**config.mk**
```make
export PLATFORM = sky130hd
export DESIGN_NAME = mem_arbiter
export DESIGN_NICKNAME = d
export VERILOG_FILES = /design/src/rtl/mem_arb_pkg.sv /design/src/rtl/mem_arb_rr_select.sv /design/src/rtl/mem_arbiter.sv
export SDC_FILE = /design/constraint.sdc
export NUM_CORES = 1
export LEC_CHECK = 0
export CORE_MARGIN = 4
export CORE_UTILIZATION = 35
export DETAILED_ROUTE_END_ITERATION = 8
export GPL_TIMING_DRIVEN = 1
export PLACE_DENSITY = 0.78
export SYNTH_ARGS = -nofsm -noshare
export SYNTH_HDL_FRONTEND = slang
export SYNTH_SLANG_ARGS = --single-unit
```
**constraint.sdc**
```tcl
create_clock -name clk -period 3.4 [get_ports clk]
set_input_delay 0.68 -clock clk [delete_from_list [all_inputs] [get_ports clk]]
set_output_delay 0.68 -clock clk [all_outputs]
set_load 0.02 [all_outputs]
```
**src/rtl/mem_arb_pkg.sv**
```systemverilog
// ============================================================================
// Module      : mem_arb_pkg
// Description : Shared types and constants for the two-port memory arbiter.
// Revision    : 1.0 - initial release
// ============================================================================
`default_nettype none

package mem_arb_pkg;

    localparam int NUM_PORTS = 2;

    localparam logic [1:0] SIZE_BYTE = 2'b00;
    localparam logic [1:0] SIZE_HALF = 2'b01;
    localparam logic [1:0] SIZE_WORD = 2'b10;

    typedef enum logic [1:0] {
        IDLE  = 2'd0,
        ISSUE = 2'd1,
        RESP  = 2'd2
    } state_t;

endpackage

`default_nettype wire

```
**src/rtl/mem_arb_rr_select.sv**
```systemverilog
// ============================================================================
// Module      : mem_arb_rr_select
// Description : Combinational round-robin grant picker with lock override.
// Revision    : 1.0 - initial release
// ============================================================================
`default_nettype none

module mem_arb_rr_select
    import mem_arb_pkg::*;
(
    input  logic [NUM_PORTS-1:0] i_req,
    input  logic                 i_last_grant,
    input  logic                 i_locked,
    output logic                 o_valid,
    output logic                 o_idx
);

    always_comb begin
        o_valid = |i_req;
        o_idx   = 1'b0;
        if (i_locked) begin
            // Locked: only the previous owner may be considered.
            o_valid = i_req[i_last_grant];
            o_idx   = i_last_grant;
        end else if (&i_req) begin
            o_idx = ~i_last_grant;
        end else if (i_req[1]) begin
            o_idx = 1'b1;
        end
    end

endmodule

`default_nettype wire

```
**src/rtl/mem_arbiter.sv**
```systemverilog
// ============================================================================
// Module      : mem_arbiter
// Description : Round-robin two-port memory arbiter with watchdog bus fault.
//               Optional atomic lock support with MEM_ARBITER_LOCK_EN.
// Revision    : 1.0 - initial release
// ============================================================================
`default_nettype none

module mem_arbiter
    import mem_arb_pkg::*;
#(
    parameter int TIMEOUT_CYCLES = 16,
    parameter int TIMEOUT_W      = 5
) (
    input  logic                        clk,
    input  logic                        reset,
    input  logic [NUM_PORTS-1:0]        req,
    input  logic [NUM_PORTS-1:0]        we,
    input  logic [NUM_PORTS-1:0][1:0]   size,
    input  logic [NUM_PORTS-1:0][31:0]  addr,
    input  logic [NUM_PORTS-1:0][31:0]  wdata,
`ifdef MEM_ARBITER_LOCK_EN
    input  logic [NUM_PORTS-1:0]        lock,
`endif
    output logic [NUM_PORTS-1:0]        ack,
    output logic [NUM_PORTS-1:0]        fault,
    output logic [31:0]                 rdata,
    output logic                        mem_req,
    output logic                        mem_we,
    output logic [1:0]                  mem_size,
    output logic [31:0]                 mem_addr,
    output logic [31:0]                 mem_wdata,
    input  logic [31:0]                 mem_rdata,
    input  logic                        mem_ack,
    input  logic                        mem_fault,
    output logic                        gnt_id
);

    localparam logic [TIMEOUT_W-1:0] c_WDOG_LAST =
        TIMEOUT_W'((TIMEOUT_CYCLES == 0) ? 0 : TIMEOUT_CYCLES - 1);

    state_t                 r_state;
    state_t                 w_next_state;
    logic                   r_last_grant;
    logic                   r_gnt;
    logic                   r_we;
    logic [1:0]             r_size;
    logic [31:0]            r_addr;
    logic [31:0]            r_wdata;
    logic [31:0]            r_rdata;
    logic                   r_pend_fault;
    logic [TIMEOUT_W-1:0]   r_wdog;
    logic                   w_gnt_valid;
    logic                   w_gnt_idx;
    logic                   w_locked;
    logic                   w_timeout;

`ifdef MEM_ARBITER_LOCK_EN
    logic                   r_locked;

    // Lock persists only while the owner keeps both req and lock asserted.
    assign w_locked = r_locked & req[r_last_grant] & lock[r_last_grant];

    always_ff @(posedge clk or posedge reset) begin
        if (reset) begin
            r_locked <= 1'b0;
        end else if (r_state == RESP) begin
            r_locked <= lock[r_gnt];
        end else if (r_state == IDLE) begin
            r_locked <= 1'b0;
        end
    end
`else
    assign w_locked = 1'b0;
`endif

    mem_arb_rr_select u_rr_select (
        .i_req        (req),
        .i_last_grant (r_last_grant),
        .i_locked     (w_locked),
        .o_valid      (w_gnt_valid),
        .o_idx        (w_gnt_idx)
    );

    assign w_timeout = (TIMEOUT_CYCLES != 0) && (r_wdog == c_WDOG_LAST);

    always_ff @(posedge clk or posedge reset) begin
        if (reset) begin
            r_state <= IDLE;
        end else begin
            r_state <= w_next_state;
        end
    end

    always_comb begin
        w_next_state = r_state;
        ack          = '0;
        fault        = '0;
        case (r_state)
            IDLE: begin
                if (w_gnt_valid) begin
                    w_next_state = ISSUE;
                end
            end
            ISSUE: begin
                if (mem_ack || w_timeout) begin
                    w_next_state = RESP;
                end
            end
            RESP: begin
                w_next_state = IDLE;
                ack[r_gnt]   = 1'b1;
                fault[r_gnt] = r_pend_fault;
            end
            default: w_next_state = IDLE;
        endcase
    end

    always_ff @(posedge clk or posedge reset) begin
        if (reset) begin
            r_last_grant <= 1'b1;
            r_gnt        <= 1'b0;
            r_we         <= 1'b0;
            r_size       <= 2'b00;
            r_addr       <= '0;
            r_wdata      <= '0;
            r_rdata      <= '0;
            r_pend_fault <= 1'b0;
            r_wdog       <= '0;
        end else begin
            case (r_state)
                IDLE: begin
                    if (w_gnt_valid) begin
                        r_gnt        <= w_gnt_idx;
                        r_last_grant <= w_gnt_idx;
                        r_we         <= we[w_gnt_idx];
                        r_size       <= size[w_gnt_idx];
                        r_addr       <= addr[w_gnt_idx];
                        r_wdata      <= wdata[w_gnt_idx];
                        r_wdog       <= '0;
                    end
                end
                ISSUE: begin
                    // A real ack beats a coincident watchdog expiry.
                    if (mem_ack) begin
                        r_rdata      <= mem_rdata;
                        r_pend_fault <= mem_fault;
                    end else if (w_timeout) begin
                        r_rdata      <= '0;
                        r_pend_fault <= 1'b1;
                    end else begin
                        r_wdog <= r_wdog + 1'b1;
                    end
                end
                default: ;
            endcase
        end
    end

    assign mem_req   = (r_state == ISSUE);
    assign mem_we    = r_we;
    assign mem_size  = r_size;
    assign mem_addr  = r_addr;
    assign mem_wdata = r_wdata;
    assign rdata     = r_rdata;
    assign gnt_id    = r_gnt;

endmodule

`default_nettype wire

```
# Word-level counts from Yosys, hierarchy flattened
# Cells that the tools add are included.
totals:
  word_cells: 59
  regBits: 109
  inputBits: 172
  output_inout_bits: 105
op_classes:
  n_addsub: 1
  n_reduce_logical: 11
  eq_ne: 7
  n_mux: 25
  order_cmp: 3
  bitwise_logic: 2
ops:
  columns: ["cell", "count"]
  rows:
  - ["$mux 32", 6]
  - ["$mux 5", 3]
  - ["$mux 2", 6]
  - ["$pmux 5 s2", 1]
  - ["$reduce_and 2->1", 4]
  - ["$mux 1", 7]
  - ["$add 5x1->5 const B", 1]
  - ["$eq 5x4->1 const B", 1]
  - ["$lt 1x2->1 const B", 2]
  - ["$ne 2x1->1 const B", 2]
  - ["$ne 2x2->1 const B", 2]
  - ["$pmux 2 s2", 1]
  - ["$reduce_and 4->1", 1]
  - ["$reduce_bool 2->1", 2]
  - ["$and 2x2->2", 1]
  - ["$eq 2x1->1 const B", 1]
  - ["$eq 2x2->1 const B", 1]
  - ["$logic_not 2->1", 1]
  - ["$reduce_or 2->1", 1]
  - ["$demux 1 s1", 1]
  - ["$ge 1x1->1 const B", 1]
  - ["$logic_and 1x1->1", 1]
  - ["$logic_or 1x1->1", 1]
  - ["$not 1->1", 1]

# Depth between registers and ports, before layout
# Gate-level depths: netlist of run 1.
logic_depth:
  depth_word: 6
  depth_mapped: 6
  mapped_depth_nobuf: 6

# Cells and area by module
# Synthesis of run 1 repeated with hierarchy kept, for this count alone.
hier_totals:
  hier_cells: 415
  area_unflattened_um2: 4713.3
modules_own_cells:
  columns: ["module", "n_inst", "cells_per_inst", "area_per_inst_um2", "seq_area_each_um2"]
  rows:
  - ["mem_arbiter", 1, 409, 4672.0, 2728.9]
  - ["mem_arb_rr_select", 1, 6, 41.3, 0.0]

# Worst setup path after synthesis of run 1
# OpenSTA, ideal clock, no wires.
synth_timing:
  kind: "register -> register"
  startpoint: "reg r_wdog[0]"
  endpoint: "reg r_wdog[4]"
  period_less_slack_ns: 2.054
  path_stages_with_launch: 7
  path_buffers: 0
  t_arrival_ns: 1.971
  setup_time_ns: 0.084
  required_ns: 3.316
  setup_slack_ns: 1.346
  cell_sequence: "dfrtp_1 > ha_1 > and3_1 > ha_1 > or4b_1 > or4b_1 > o21ai_0"
synth_via:
  elab_chain_cells: 4
  elab_cells_between_ends: 7
  cone_classes: "1 x add/sub; 2 x eq/ne; 3 x mux; 1 x reduce/logical"
synth_rtl:
  columns: ["element", "line", "text"]
  rows:
  - ["start, declared", "mem_arbiter.sv:52", "logic [TIMEOUT_W-1:0] r_wdog;"]
  - ["start signal, assigned", "mem_arbiter.sv:152", "r_wdog <= r_wdog + 1'b1;"]
  - ["$add 5x1->5", "mem_arbiter.sv:152", null]
  - ["$mux 5", "mem_arbiter.sv:148", "end else if (w_timeout) begin"]
  - ["$mux 5", "mem_arbiter.sv:145", "if (mem_ack) begin"]
  - ["$pmux 5 s2", "mem_arbiter.sv:131", "case (r_state)"]
# Parallel ways exist; a longest one is shown, timed or not. The select of a mux whose other input is x is not followed.
# A chain may end at the register's enable or synchronous reset.

# Worst setup path in the final report of run 1
layout_timing:
  startpoint: "reg r_state[0]"
  endpoint: "out fault[0]"
layout_via:
  elab_chain_cells: 2
layout_rtl:
  columns: ["element", "line", "text"]
  rows:
  - ["start, declared", "mem_arbiter.sv:42", "state_t r_state;"]
  - ["start signal, assigned", "mem_arbiter.sv:91", "r_state <= w_next_state;"]
  - ["$eq 2x2->1", "mem_arbiter.sv:99", "case (r_state)"]
  - ["$mux 2", "mem_arbiter.sv:99", null]
  - ["end, declared", "mem_arbiter.sv:26", "output logic [NUM_PORTS-1:0] fault,"]
# No other way between the ends.

==> summary.md, run 1 <==
| Metric | Value |
|---|---|
| Grt total ovfl | `0` |
| Req. time, crit path | `2.72 ns` |
| Worst-margin pin slew | `0.774 ns` |
| Number of port buffers | `276` |
| DRC | `0` |
| Hold depth | `1` |
| Compound-gate portion of the synthesized area | `29.7%` |
| F_max | `392 MHz` |
| Vias | `4549` |
| Worst path max stage delay | `0.60 ns` |
| Simple-Gate Fraction of Synth Area | `7.75%` |
| Synth cell types | `30` |
| CP Launch Type | `flop` |
| Cells after Synth | `423` |
| Slowest stage cell, crit path | `clkdlybuf4s50_1` |
| Main combinational cell family by area after synthesis | `compound AO/OA/AOI/OAI gates` |
| Largest net degree at the start of global routing | `57` |
| Wirelength, routed | `16400 µm` |
| Flops & latches, synth | `109` |
| Syn_area_per_cell | `11.4 µm²` |
| YS warnings | `0` |
| Slew headroom | `48.3%` |
| CTS tree | `yes` |
| Worst R2R Start | `r_wdog[0]` |
| CTS Buf Count | `9` |
| Mapped Area | `4810 µm²` |
| Area Overhead vs Synth | `68.0%` |
| Adder-cell share of the synthesized area | `0.520%` |
| CTS hold repair buffers | `0` |
| Number of vias per cell | `5.30` |
| Final worst setup slack | `0.846 ns` |
| RePlAce Congestion | `0.835` |
| Max Slew Vio Count | `0` |
| Unrepaired setup endpoints after global routing | `false` |
| R2r setup slk | `1.17 ns` |
| Pre-CTS setup slack | `0.839 ns` |
| Sequential area share after synthesis | `56.7%` |
| First-pass GRT wire length | `26200 µm` |
| Die area | `15700 µm²` |
| Status | `finished clean` |
| Final setup fails | `0` |
| Synth Area in XOR/XNOR | `0%` |
| Fin cells | `859` |
| Power Dens Cells | `916 nW/µm²` |
| Worst-Skew Late Latency | `0.35 ns` |
| Critical path cell sequence | `nor3b_1 > and2_1 > clkdlybuf4s50_1` |
| TNS Setup | `0 ns` |
| Crit path capture type | `output pin` |
| Hold worst-path end | `r_wdog[3]` |
| Worst Skew | `0.00905 ns` |
| Worst IR Drop VDD | `0.447 mV` |
| Initial Util | `36.0%` |
| Fin. Hold Viols | `0` |
| First-pass DRT Iterations | `4` |
| Post-DP HPWL | `11900 µm` |
| Tot Pwr | `7410 µW` |
| Initial antenna violation count | `0` |
| DP Cell Count | `843` |
| Final net count | `852` |
| Drt wl/cell | `19.1 µm` |
| Gr usage total | `20.7%` |
| Ant. Diodes | `0` |
| Min cycle time layout | `2.55 ns` |
| Critical R2R Capture | `r_wdog[4]` |
| Syn_nets | `597` |
| WS Path Type | `reg -> out` |
| Cts repair resizes | `0` |
| Worst-path fanout max | `7` |
| Worst Reg-to-Reg Cells | `6` |
| Arrival @ worst endpoint | `1.87 ns` |
| Clk buf depth | `2` |
| Clk sinks | `109` |
| HP Class | `reg -> reg` |
| H-tree depth | `3` |
| Vias in the first global route | `4827` |
| Layout cells sized above 1 | `5.42%` |
| I/O pin count | `277` |
| Die X | `125 µm` |
| Root Buffer | `clkbuf_16` |
| Placeable Area | `13300 µm²` |
| Max_cap viols | `0` |
| Mux share of post-synthesis cell area | `0.884%` |
| Hold_sp | `r_wdog[3]` |
| Post-route ant nets | `0` |
| Clock-pin slew on the worst setup and hold paths | `0.07 ns` |
| Die Y | `125 µm` |
| First DRT Iteration DRCs | `230` |
| Leak Pwr | `0.00330 µW` |
| Final Cycle Share | `75.1%` |
| Std cell rows | `42` |
| Setup bufs post-CTS | `0` |
-- flip-flops by register name, summed over array words and instances (netlist names) --
signal and cells:
mem_wdata 32, r_state 2, mem_we 1, r_pend_fault 1, gnt_id 1, r_last_grant 1
mem_size 2, rdata 32, r_wdog 5, mem_addr 32
-- logic make-up (layout without fill, tap and decap cells) --
logic type                 Yosys count  after routing
AOI/OAI and AO/OA                  175            175
DFF                                109            109
adders and majority gates            2              2
and+or+nand+nor                     84             84
buffers and inverters               49            309
muxes                                4              4
-- critical path, delay by kind of cell (launching register included) --
kind                   cells  cell delay [ns]
flip-flops                 1             0.43
AND/OR/NAND/NOR            2             0.50
buffers and inverters      1             0.60
-- cells in the mapped netlist (all sizes together) --
master | count | area [µm²]
nor2 | 2 | 15.0
nor3b | 1 | 7.51
nor4b | 1 | 8.76
nand3b | 1 | 7.51
dfstp | 1 | 26.3
and3 | 1 | 6.26
and2 | 3 | 18.8
or4b | 2 | 20.0
nand2 | 68 | 255
mux2 | 2 | 22.5
a21bo | 1 | 10.0
a2bb2oi | 68 | 596
o211ai | 1 | 7.51
inv | 6 | 22.5
a211oi | 67 | 503
nor2b | 1 | 6.26
or2 | 1 | 6.26
a21boi | 1 | 7.51
buf | 19 | 100
ha | 2 | 25.0
mux2i | 2 | 20.0
clkbuf | 24 | 90.1
a22o | 32 | 280
nand4 | 2 | 12.5
dfrtp | 108 | 2700
and3b | 1 | 8.76
o21ai | 5 | 25.0
-- metrics by stage --
stage / hold WS (ns) / util (%) / instance area, µm²
2_1_floorplan: 0.431 / - / 4810
3_3_place_gp: 0.456 / 58.1 / 7750
3_5_place_dp: 0.454 / 58.1 / 7750
4_1_cts: 0.469 / 60.6 / 8080
5_1_grt: 0.477 / 60.6 / 8080
6_report: 0.467 / 60.6 / 8080
-- power breakdown --
part	total, µW	internal (µW)	switching (µW)
Combinational	3900	2010	1890
Clock	1160	687	474
Sequential	2340	1930	410
Total	7410	4630	2780
-- metal layers --
metal  routed length (µm)  up-vias  part of all wire (%)  GRT usage, %
met2                 8050      200                    49          34.1
met1                 6850     2205                    42          26.2
met5                    0        -                     0             0
met3                 1100       26                   6.7          5.63
met4                  374        0                   2.3          7.33
li1                     -     2118                     -             -
-- worst max path at each step --
| stage | startpoint | to | slack, ns | depth (start not counted) |
|---|---|---|---|---|
| floorplan | gnt_id | fault[0] | 1.35 | 2 |
| global placement | req[1] | mem_addr[25] | 0.90 | 5 |
| detailed placement | req[1] | mem_wdata[8] | 0.84 | 5 |
| CTS | r_state[0] | fault[0] | 0.84 | 3 |
| global route | r_state[1] | fault[0] | 0.71 | 3 |
| finish | r_state[0] | fault[0] | 0.85 | 3 |
-- area by class of cell --
type | count | area (µm²)
clock buffer | 11 | 253
sequential | 109 | 2730
tap | 176 | 220
clock inverter | 5 | 81.3
timing repair buffer | 287 | 2880
inverter | 6 | 26.3
multi-input combinational | 265 | 1890
fill | 1098 | 5260
-- placed cells by master (no fill, tap or decap), drive strengths merged, types with 2 or more instances in the layout --
| cell type | netlist | final |
|---|---|---|
| clkdlybuf4s50 | 0 | 276 |
| dfrtp | 108 | 108 |
| nand2 | 68 | 68 |
| a2bb2oi | 68 | 68 |
| a211oi | 67 | 67 |
| a22o | 32 | 32 |
| clkbuf | 24 | 11 |
| buf | 19 | 11 |
| inv | 6 | 6 |
| o21ai | 5 | 5 |
| and2 | 3 | 3 |
| nor2 | 2 | 2 |
| or4b | 2 | 2 |
| mux2i | 2 | 2 |
| nand4 | 2 | 2 |
| clkinvlp | 0 | 2 |
| mux2 | 2 | 2 |
| ha | 2 | 2 |
| bufinv | 0 | 2 |
No activity file was read; power rests on OpenSTA's default activity.
==> inputs of run 2 (changes only) <==
Settings changed: CORE_UTILIZATION 35 to 38, PLACE_DENSITY 0.78 to 0.8.
Clock period 3.4 ns to 2.6 ns, I/O delays scaled along.
==> summary.md, run 2 (synthesized netlist as in run 1, its figures left out) <==
| Metric | Value |
|---|---|
| Most common cell after layout, fill and taps aside | `clkdlybuf4s50_1` |
| First-pass GRT wire length | `26200 µm` |
| Switch Pwr | `3670 µW` |
| Worst-margin pin slew | `0.613 ns` |
| Max_cap viols | `0` |
| Vias in the first global route | `4994` |
| Footprint of the multi-input gates | `1890 µm²` |
| Initial Util | `39.4%` |
| WS Path Type | `reg -> out` |
| Hold_sp | `r_wdog[3]` |
| Initial antenna violation count | `0` |
| Hold worst-path end | `r_wdog[3]` |
| Power Dens Cells | `1180 nW/µm²` |
| Cts repair resizes | `0` |
| Fin Hold WS | `0.478 ns` |
| Worst Reg-to-Reg Cells | `6` |
| Final net count | `852` |
| Final Cycle Share | `91.3%` |
| Ant. Diodes | `0` |
| RePlAce Congestion | `0.835` |
| HP Class | `reg -> reg` |
| DRC | `0` |
| F_max | `421 MHz` |
| Largest net degree at the start of global routing | `110` |
| Number of vias per cell | `5.44` |
| Gr usage total | `22.6%` |
| Root Buffer | `clkbuf_16` |
| Critical R2R Capture | `r_wdog[4]` |
| Area Overhead vs Synth | `67.5%` |
| Unrepaired setup endpoints after global routing | `false` |
| Worst-Skew Late Latency | `0.35 ns` |
| Drt wl/cell | `19.7 µm` |
| Die X | `121 µm` |
| Leak Pwr | `0.00329 µW` |
| Commonest non-fill, non-tap cells in the layout | `276 x clkdlybuf4s50_1, 108 x dfrtp_1, 68 x nand2_1, 68 x a2bb2oi_1, 67 x a211oi_1` |
| Final setup fails | `0` |
| Register area | `2730 µm²` |
| Internal | `5850 µW` |
| TNS Setup | `0 ns` |
| Min cycle time layout | `2.37 ns` |
| Max Slew Vio Count | `0` |
| Wirelength, routed | `16800 µm` |
| R2r setup slk | `0.37 ns` |
| Std cell rows | `40` |
| Crit path capture type | `output pin` |
| Grt total ovfl | `0` |
| Status | `finished clean` |
| Worst Skew | `0.00754 ns` |
| First DRT Iteration DRCs | `328` |
| Clk sinks | `109` |
| Fin. Hold Viols | `0` |
| Die Y | `121 µm` |
| Slew headroom | `59.1%` |
| Critical path cell sequence | `nor2b_1 > clkdlybuf4s50_1` |
| First-pass DRT Iterations | `4` |
| Arrival @ worst endpoint | `1.85 ns` |
| Die area | `14500 µm²` |
| H-tree depth | `3` |
| Worst-path fanout max | `7` |
| Worst path max stage delay | `0.73 ns` |
| Vias | `4633` |
| CTS Buf Count | `9` |
| Post-DP HPWL | `11900 µm` |
| Layout cells sized above 1 | `5.27%` |
| Placeable Area | `12200 µm²` |
| Post-route ant nets | `0` |
| CTS tree | `yes` |
| Worst IR Drop VDD | `0.596 mV` |
| Clk buf depth | `2` |
| I/O pin count | `277` |
| Hold depth | `1` |
| Layout filler cell count | `959` |
| CTS hold repair buffers | `0` |
| Worst R2R Start | `r_wdog[0]` |
| Number of port buffers | `276` |
| Slowest stage cell, crit path | `clkdlybuf4s50_1` |
| Setup bufs post-CTS | `0` |
| Clock-pin slew on the worst setup and hold paths | `0.07 ns` |
| Sw frac | `38.6%` |
| Seq pwr share | `31.9%` |
| Clock network fraction of total power | `13.4%` |
| CP Launch Type | `flop` |
| Req. time, crit path | `2.08 ns` |
| Combinational group share of total power | `54.7%` |
==> run 2: cell types whose count changed in the layout (fill, tap and decap cells not counted), sizes merged <==
cell | before | now
inv | 6 | 5
bufinv | 2 | 0
clkbuf | 11 | 10
clkinv | 1 | 5
==> run 2: worst max-delay path by stage <==
stage | startpoint | end | slack [ns] | cells after the start
floorplan | r_wdog[0] | r_wdog[4] | 0.55 | 6
global placement | mem_ack | r_wdog[4] | 0.39 | 4
detailed placement | mem_ack | r_wdog[4] | 0.36 | 4
CTS | r_state[0] | mem_req | 0.21 | 2
global route | r_state[0] | mem_req | 0.12 | 2
finish | r_state[0] | mem_req | 0.23 | 2
==> run 2: layout make-up <==
class	count	share of cell area (%)
Clock buffer	10	2.84
Clock inverter	6	0.497
Inverter	6	0.326
Multi-Input combinational cell	265	23.5
Sequential cell	109	33.9
Tap cell	168	2.61
Timing Repair Buffer	287	36.4
==> run 2: power by group through the flow <==
stage                     Clock, µW  Combinational, µW  Sequential (µW)
final                          1270               5210             3040
after global routing           1370               5510             3140
after CTS                      1310               5260             3040
after detailed placement          0               5250             3040
after global placement            0               5130             3020
after floorplan                   0               1890             3920
==> run 2: stage by stage <==
stage	util, %	power [µW]	setup WS [ns]	cells	instance area [µm²]
4_1_cts	66.0	9610	0.210	851	8060
5_1_grt	66.0	10000	0.123	851	8060
2_1_floorplan	-	5810	0.546	423	4810
3_5_place_dp	63.8	8290	0.357	835	7790
3_3_place_gp	63.8	8150	0.385	835	7790
6_report	66.0	9520	0.227	851	8060
==> run 2: worst max-delay path, delay by kind of cell, from the launching register on <==
kind	cells	cell delay (ns)
buf+inv	1	0.73
flops	1	0.42
simple gates	1	0.36
==> run 2: metal layers <==
layer | GRT usage (%) | vias to the layer above | routed length (µm)
met4 | 9.92 | 0 | 560
met1 | 27.0 | 2232 | 6610
li1 | - | 2118 | -
met2 | 37.9 | 239 | 8190
met5 | 0 | - | 0
met3 | 6.45 | 44 | 1440
